### src/rtl/ternary_bus_if.sv
// Host-side bundle of the ternary accelerator bus driver: op/payload handshakes,
// DUT pin image and packed result return. Suffixes are from the driver's point of view.
interface ternary_bus_if #(
    parameter int OUT_LEN   = 8,
    parameter int BIT_WIDTH = 8
);
    logic                         op_valid_i;
    logic                         op_ready_o;
    logic                         op_is_mult_i;
    logic [15:0]                  in_data_i;
    logic                         in_valid_i;
    logic                         in_ready_o;
    logic [15:0]                  bus_out_o;
    logic [BIT_WIDTH-1:0]         bus_in_i;
    logic                         dut_rst_n_o;
    logic [OUT_LEN*BIT_WIDTH-1:0] res_data_o;
    logic                         res_valid_o;
    logic                         res_ready_i;

    modport master (
        input  op_valid_i,
        input  op_is_mult_i,
        input  in_data_i,
        input  in_valid_i,
        input  bus_in_i,
        input  res_ready_i,
        output op_ready_o,
        output in_ready_o,
        output bus_out_o,
        output dut_rst_n_o,
        output res_data_o,
        output res_valid_o
    );

    modport slave (
        output op_valid_i,
        output op_is_mult_i,
        output in_data_i,
        output in_valid_i,
        output bus_in_i,
        output res_ready_i,
        input  op_ready_o,
        input  in_ready_o,
        input  bus_out_o,
        input  dut_rst_n_o,
        input  res_data_o,
        input  res_valid_o
    );
endinterface

### src/rtl/ternary_bus_driver.sv
// Buffers a load/mult payload, bursts it gap-free onto the accelerator pins with an
// optional DUT reset + command preamble, and captures mult results from uo_out.
module ternary_bus_driver #(
    parameter int IN_LEN     = 16,
    parameter int OUT_LEN    = 8,
    parameter int BIT_WIDTH  = 8,
    parameter int RST_CYCLES = 2,
    parameter int RESULT_LAT = 2
) (
    input  logic          clk,
    input  logic          rst_n,
    ternary_bus_if.master bus_if
);
    localparam int LOAD_BEATS = 2 * IN_LEN * OUT_LEN / 16;
    localparam int VEC_BEATS  = IN_LEN * BIT_WIDTH / 16;
    localparam int DEPTH      = (LOAD_BEATS > VEC_BEATS) ? LOAD_BEATS : VEC_BEATS;
    localparam int MAX_A      = (DEPTH > RST_CYCLES) ? DEPTH : RST_CYCLES;
    localparam int MAX_B      = (RESULT_LAT > OUT_LEN) ? RESULT_LAT : OUT_LEN;
    localparam int MAX_CNT    = (MAX_A > MAX_B) ? MAX_A : MAX_B;
    localparam int CNT_W      = $clog2(MAX_CNT + 1);
    localparam int ADDR_W     = (DEPTH > 1) ? $clog2(DEPTH) : 1;
    localparam bit HAS_WAIT   = (RESULT_LAT > 1);

    localparam logic [CNT_W-1:0] LOAD_LAST = CNT_W'(LOAD_BEATS - 1);
    localparam logic [CNT_W-1:0] VEC_LAST  = CNT_W'(VEC_BEATS - 1);
    localparam logic [CNT_W-1:0] RST_LAST  = CNT_W'(RST_CYCLES - 1);
    localparam logic [CNT_W-1:0] WAIT_LAST = CNT_W'(HAS_WAIT ? RESULT_LAT - 2 : 0);
    localparam logic [CNT_W-1:0] CAPT_LAST = CNT_W'(OUT_LEN - 1);

    typedef enum logic [2:0] {
        S_IDLE,
        S_FILL,
        S_DRST,
        S_CMD,
        S_BURST,
        S_WAIT,
        S_CAPT,
        S_RESP
    } state_t;

    state_t             state_q, state_d;
    logic [CNT_W-1:0]   cnt_q, cnt_d;
    logic               is_mult_q, is_mult_d;
    logic               armed_q, armed_d;
    logic [15:0]        bus_out_q, bus_out_d;
    logic               dut_rst_n_q, dut_rst_n_d;

    logic [15:0]        buf_mem [DEPTH];
    logic               wr_en;
    logic [ADDR_W-1:0]  wr_addr;
    logic [ADDR_W-1:0]  rd_addr;
    logic [CNT_W-1:0]   beat_last;

    assign wr_en     = (state_q == S_FILL) && bus_if.in_valid_i;
    assign wr_addr   = cnt_q[ADDR_W-1:0];
    assign rd_addr   = cnt_d[ADDR_W-1:0];
    assign beat_last = is_mult_q ? VEC_LAST : LOAD_LAST;

    always_ff @(posedge clk) begin
        if (wr_en) begin
            buf_mem[wr_addr] <= bus_if.in_data_i;
        end
    end

    always_comb begin
        state_d   = state_q;
        cnt_d     = cnt_q;
        is_mult_d = is_mult_q;
        armed_d   = armed_q;
        unique case (state_q)
            S_IDLE: begin
                if (bus_if.op_valid_i) begin
                    is_mult_d = bus_if.op_is_mult_i;
                    cnt_d     = '0;
                    state_d   = S_FILL;
                end
            end
            S_FILL: begin
                if (bus_if.in_valid_i) begin
                    if (cnt_q == beat_last) begin
                        cnt_d = '0;
                        // An armed DUT is already in MULT mode, so the preamble is skipped.
                        state_d = (is_mult_q && armed_q) ? S_BURST : S_DRST;
                    end else begin
                        cnt_d = cnt_q + 1'b1;
                    end
                end
            end
            S_DRST: begin
                if (cnt_q == RST_LAST) begin
                    cnt_d   = '0;
                    state_d = S_CMD;
                end else begin
                    cnt_d = cnt_q + 1'b1;
                end
            end
            S_CMD: begin
                if (is_mult_q) begin
                    armed_d = 1'b1;
                end
                cnt_d   = '0;
                state_d = S_BURST;
            end
            S_BURST: begin
                if (cnt_q == beat_last) begin
                    cnt_d = '0;
                    if (is_mult_q) begin
                        state_d = HAS_WAIT ? S_WAIT : S_CAPT;
                    end else begin
                        armed_d = 1'b1;
                        state_d = S_IDLE;
                    end
                end else begin
                    cnt_d = cnt_q + 1'b1;
                end
            end
            S_WAIT: begin
                if (cnt_q == WAIT_LAST) begin
                    cnt_d   = '0;
                    state_d = S_CAPT;
                end else begin
                    cnt_d = cnt_q + 1'b1;
                end
            end
            S_CAPT: begin
                if (cnt_q == CAPT_LAST) begin
                    cnt_d   = '0;
                    state_d = S_RESP;
                end else begin
                    cnt_d = cnt_q + 1'b1;
                end
            end
            S_RESP: begin
                if (bus_if.res_ready_i) begin
                    state_d = S_IDLE;
                end
            end
            default: begin
                state_d = S_IDLE;
            end
        endcase
    end

    // Pin image is computed from the next state so the registered outputs line up with state_q.
    always_comb begin
        bus_out_d   = '0;
        dut_rst_n_d = (state_d != S_DRST);
        if (state_d == S_CMD) begin
            bus_out_d = {2'b00, 1'b1, is_mult_q, 12'h000};
        end else if (state_d == S_BURST) begin
            bus_out_d = (wr_en && (wr_addr == rd_addr)) ? bus_if.in_data_i : buf_mem[rd_addr];
        end
    end

    always_ff @(posedge clk) begin
        if (!rst_n) begin
            state_q     <= S_IDLE;
            cnt_q       <= '0;
            is_mult_q   <= 1'b0;
            armed_q     <= 1'b0;
            bus_out_q   <= '0;
            dut_rst_n_q <= 1'b0;
        end else begin
            state_q     <= state_d;
            cnt_q       <= cnt_d;
            is_mult_q   <= is_mult_d;
            armed_q     <= armed_d;
            bus_out_q   <= bus_out_d;
            dut_rst_n_q <= dut_rst_n_d;
        end
    end

    // Result byte k is sampled in the k-th CAPT cycle; it holds until the next capture.
    genvar gi;
    generate
        for (gi = 0; gi < OUT_LEN; gi++) begin : g_res
            logic [BIT_WIDTH-1:0] byte_q;
            always_ff @(posedge clk) begin
                if (rst_n && (state_q == S_CAPT) && (cnt_q == CNT_W'(gi))) begin
                    byte_q <= bus_if.bus_in_i;
                end
            end
            assign bus_if.res_data_o[gi*BIT_WIDTH +: BIT_WIDTH] = byte_q;
        end
    endgenerate

    assign bus_if.op_ready_o  = (state_q == S_IDLE);
    assign bus_if.in_ready_o  = (state_q == S_FILL);
    assign bus_if.res_valid_o = (state_q == S_RESP);
    assign bus_if.bus_out_o   = bus_out_q;
    assign bus_if.dut_rst_n_o = dut_rst_n_q;
endmodule

### src/flat_wrapper.sv
// flat-port wrapper written by rule: the top's interface ports become plain ports
module ternary_bus_driver_flat 
#(
    parameter int IN_LEN     = 16,
    parameter int OUT_LEN    = 8,
    parameter int BIT_WIDTH  = 8,
    parameter int RST_CYCLES = 2,
    parameter int RESULT_LAT = 2
)
  (clk, rst_n, bus_if_op_valid_i, bus_if_op_is_mult_i, bus_if_in_data_i, bus_if_in_valid_i, bus_if_bus_in_i, bus_if_res_ready_i, bus_if_op_ready_o, bus_if_in_ready_o, bus_if_bus_out_o, bus_if_dut_rst_n_o, bus_if_res_data_o, bus_if_res_valid_o);
  ternary_bus_if #(.OUT_LEN(OUT_LEN), .BIT_WIDTH(BIT_WIDTH)) bus_if_i ();
  input  logic clk;
  input  logic rst_n;
  input wire logic [$bits(bus_if_i.op_valid_i)-1:0] bus_if_op_valid_i;
  input wire logic [$bits(bus_if_i.op_is_mult_i)-1:0] bus_if_op_is_mult_i;
  input wire logic [$bits(bus_if_i.in_data_i)-1:0] bus_if_in_data_i;
  input wire logic [$bits(bus_if_i.in_valid_i)-1:0] bus_if_in_valid_i;
  input wire logic [$bits(bus_if_i.bus_in_i)-1:0] bus_if_bus_in_i;
  input wire logic [$bits(bus_if_i.res_ready_i)-1:0] bus_if_res_ready_i;
  output wire logic [$bits(bus_if_i.op_ready_o)-1:0] bus_if_op_ready_o;
  output wire logic [$bits(bus_if_i.in_ready_o)-1:0] bus_if_in_ready_o;
  output wire logic [$bits(bus_if_i.bus_out_o)-1:0] bus_if_bus_out_o;
  output wire logic [$bits(bus_if_i.dut_rst_n_o)-1:0] bus_if_dut_rst_n_o;
  output wire logic [$bits(bus_if_i.res_data_o)-1:0] bus_if_res_data_o;
  output wire logic [$bits(bus_if_i.res_valid_o)-1:0] bus_if_res_valid_o;
  assign bus_if_i.op_valid_i = bus_if_op_valid_i;
  assign bus_if_i.op_is_mult_i = bus_if_op_is_mult_i;
  assign bus_if_i.in_data_i = bus_if_in_data_i;
  assign bus_if_i.in_valid_i = bus_if_in_valid_i;
  assign bus_if_i.bus_in_i = bus_if_bus_in_i;
  assign bus_if_i.res_ready_i = bus_if_res_ready_i;
  assign bus_if_op_ready_o = bus_if_i.op_ready_o;
  assign bus_if_in_ready_o = bus_if_i.in_ready_o;
  assign bus_if_bus_out_o = bus_if_i.bus_out_o;
  assign bus_if_dut_rst_n_o = bus_if_i.dut_rst_n_o;
  assign bus_if_res_data_o = bus_if_i.res_data_o;
  assign bus_if_res_valid_o = bus_if_i.res_valid_o;
  ternary_bus_driver #(.IN_LEN(IN_LEN), .OUT_LEN(OUT_LEN), .BIT_WIDTH(BIT_WIDTH), .RST_CYCLES(RST_CYCLES), .RESULT_LAT(RESULT_LAT)) u_core (.clk(clk), .rst_n(rst_n), .bus_if(bus_if_i));
endmodule
### config.mk
export PLATFORM = sky130hd
export DESIGN_NAME = ternary_bus_driver_flat
export DESIGN_NICKNAME = d
export VERILOG_FILES = /design/src/rtl/ternary_bus_if.sv /design/src/rtl/ternary_bus_driver.sv /design/src/flat_wrapper.sv
export SDC_FILE = /design/constraint.sdc
export NUM_CORES = 1
export LEC_CHECK = 0
export CAP_MARGIN = 20
export CORE_MARGIN = 4
export CORE_UTILIZATION = 52
export DETAILED_ROUTE_END_ITERATION = 7
export HOLD_SLACK_MARGIN = 0.08
export PLACE_DENSITY = 0.77
export SETUP_SLACK_MARGIN = 0.4
export SYNTH_ARGS = -nofsm -noshare
export SYNTH_HDL_FRONTEND = slang
export SYNTH_SLANG_ARGS = --single-unit
### constraint.sdc
create_clock -name clk -period 3.63 [get_ports clk]
set_clock_uncertainty 0.15 [all_clocks]
set_input_delay 0.726 -clock clk [delete_from_list [all_inputs] [get_ports clk]]
set_output_delay 0.726 -clock clk [all_outputs]
set_load 0.03 [all_outputs]
==> summary.txt <==
Status
  • Outcome: finished clean

Die
  • Full die area: 0.0292 mm^2
  • Die Width: between 150 and 200 um
  • Ports: approximately 110
  • Die Y: 171 um
  • Core area: 0.0261 mm^2
  • Num rows: 59
  • Starting density of the core: 53.0%

Critical path
  • Crit Path Category: flip-flop to flip-flop
  • Worst Reg-to-Reg Cells: 10
  • CP endpoint kind: flip-flop
  • Startpoint Class: flip-flop
  • Max FO, Critical Path: 8
  • Req. time, crit path: 3880 ps
  • Worst Path Arrival: 3430 ps

Detailed routing
  • Final wirelength: 34500 um
  • DRC viols: 0
  • WL per Instance: approximately 22 um
  • 1st-pass router iterations: 6
  • Final ANT Viol Nets: 0
  • First DRT Iteration DRCs: 1025
  • Via count: 9254
  • Via density: 6.04

Clock network
  • Clock-pin slew on the worst setup and hold paths: roughly 60 ps
  • Worst skew pair latency: 530 ps
  • Htree depth: 2
  • CTS tree: built
  • Clk root buf: clkbuf_16
  • Bufs on Longest Clock Path: 3
  • CTS buffer count: 35
  • CTS Sinks: 347

Logic synthesis
  • Mapped Cells: 996
  • Synthesis-stage register bit count: 347
  • Synthesized area per cell: 13.9 um^2
  • Yosys warns: 0
  • Most frequent cells after synthesis: edfxtp_1, nand2_1, nand3_1
  • Post-synthesis sequential area ratio: 73.6%
  • Leading area contributor after synthesis: edfxtp_1
  • Net Count, Synth: 1030
  • Top-area cell type share of the netlist area: 69.6%
  • Post-synthesis cell area: 0.0138 mm^2
  • Synth area leaders: edfxtp_1, nand2_1, dfxtp_1, nand3_1, a211oi_1
  • Cell variety after synth: 69
  • Synth Flop Type: edfxtp_1
  • Post-synth EDFFs: 320
  • Most common cell in the netlist: edfxtp_1
  • Ys async rst share: 0%

Final layout
  • Fillcell total: 1794
  • Design area: 0.0173 mm^2
  • Cell Count, Final, Fillers Out: 1533
  • Nets: 1205
  • Area grow syn2layout: 25.5%
  • Layout cells sized above 1: 17.2%
  • Area of the multi-input gates: around 0.0035 mm^2
  • FF/Latch Area: roughly 0.01 mm^2

Global routing
  • Largest net degree at the start of global routing: 37
  • Total track usage: 22.6%
  • First-pass GRT wire length: 50200 um
  • Initial antenna violation count: 1
  • GRT overflow: 0
  • Vias in the first global route: between 8000 and 9000

STA
  • # setup viols final: 0
  • Max Freq: 315 MHz
  • Max-slew violation count: 0
  • Max-slew headroom: 44.7%
  • Slew @ Worst Pin: a little over 800 ps
  • Final worst-path cycle share: between 80 and 90%
  • Period minus WS final: 3180 ps
  • Fin Setup TNS: 0 ps
  • Fin. Hold Viols: 0
  • Worst hold margin: 408 ps
  • RSZ-0062 raised after global routing: yes

Job
  • # Max-Cap Violations: 0

Power and ir drop
  • Worst VDD drop: ~0.00040 V
  • Pwr dens: 483 mW/mm^2
  • Pleak: 5.87 nW
  • Overall power: ~8.4 mW

Placed design
  • Post-detail-place hpwl: 20800 um
  • Port bufs: 113
  • Placed cells: 1448
  • Placed Area: ~0.016 mm^2
  • Gp weighted congestion: 0.886

Worst hold path
  • Hold Crit Depth: 2
  • Worst Hold Class: flip-flop to flip-flop
==> metrics by stage <==
step                setup slack, ps  util (%)
floorplan                       451         -
global placement                102      60.5
detailed placement             54.0      60.5
CTS                             414      65.1
global route                    360      66.4
finish                          454      66.4
==> final timing paths <==
kind | start | slack, ps | endpoint
setup / recovery | u_core.cnt_q[1] | 450 | u_core.bus_if.bus_out_o[0]
hold / removal | u_core.armed_q | 410 | u_core.armed_q
setup reg to reg | u_core.cnt_q[1] | 450 | u_core.bus_if.bus_out_o[0]
hold reg to reg | u_core.armed_q | 410 | u_core.armed_q
==> state kept, by name, indices dropped and copies added, names as in the netlist <==
| register | cells |
|---|---|
| u_core.buf_mem | 256 |
| u_core.g_res.byte_q | 64 |
| u_core.bus_if.bus_out_o | 16 |
| u_core.cnt_q | 5 |
| u_core.state_q | 3 |
| u_core.armed_q | 1 |
| u_core.bus_if.dut_rst_n_o | 1 |
| u_core.is_mult_q | 1 |
==> worst max-delay path, cell delays in order (launching register included) <==
cell and delay (ps):
dfxtp_4 380, ha_2 190, or4bb_4 480, a22o_4 290, or3_4 410, a22o_4 350, buf_12 160, a211oi_1 230
a311oi_2 80, a31oi_1 230, o22ai_1 110
==> power by group <==
group          leakage [nW]  switching (mW)  internal [mW]
Clock                 0.533            1.43           1.96
Sequential             3.10         0.00857           4.38
Combinational          2.24           0.339          0.247
==> routing by layer <==
| layer | vias up | share of wire [%] | global-route usage [%] |
|---|---|---|---|
| li1 | 4151 | - | - |
| met1 | 4482 | 41 | 31.6 |
| met2 | 535 | 46 | 35.8 |
| met3 | 86 | 10 | 5.04 |
| met4 | 0 | 2.7 | 7.54 |
| met5 | - | 0 | 0 |
==> what timing repair did <==
item	in CTS	in global routing
setup endpoints to repair	17	17
resized for setup	9	42
pin swaps	2	12
buffers inserted	3	13
hold buffers	0	0
cloned	1	4
==> cell usage in the layout, fill, tap and decap left out, types with 6 or more instances in the layout <==
master	Yosys	routed
a211oi_1	34	28
o22ai_1	15	15
clkdlybuf4s50_1	0	113
clkbuf_1	30	11
clkbuf_16	0	38
and2_1	9	8
buf_4	3	68
a221oi_1	7	6
a311oi_2	3	7
dfxtp_1	27	22
a311oi_1	28	24
nor2b_1	31	31
buf_12	0	9
clkbuf_8	0	8
nand2b_1	7	7
inv_1	11	10
nor3_1	11	6
nor2_1	25	13
nand3_1	66	66
edfxtp_1	320	320
nor2_2	0	12
nand2_1	206	206
a31oi_1	37	36
==> layout make-up <==
class / count / share of cell area (%)
sequential: 347 / 58.7
multi-input combinational: 569 / 20.1
antenna: 1 / 0.0145
inverter: 12 / 0.260
clock buffer: 54 / 5.93
tap: 335 / 2.42
clock inverter: 9 / 0.361
timing repair buffer: 206 / 12.3
==> logic make-up after synthesis <==
group / after synthesis / synth area share, %
adder cells (fa/ha/maj): 4 / 0.363
multiplexers: 9 / 0.780
AND/OR/NAND/NOR: 382 / 12.8
XOR/XNOR: 2 / 0.127
flip-flops: 347 / 73.6
buffers and inverters: 81 / 2.82
AO/OA/AOI/OAI: 171 / 9.55
Note: power is estimated with default switching activity, not from simulation.
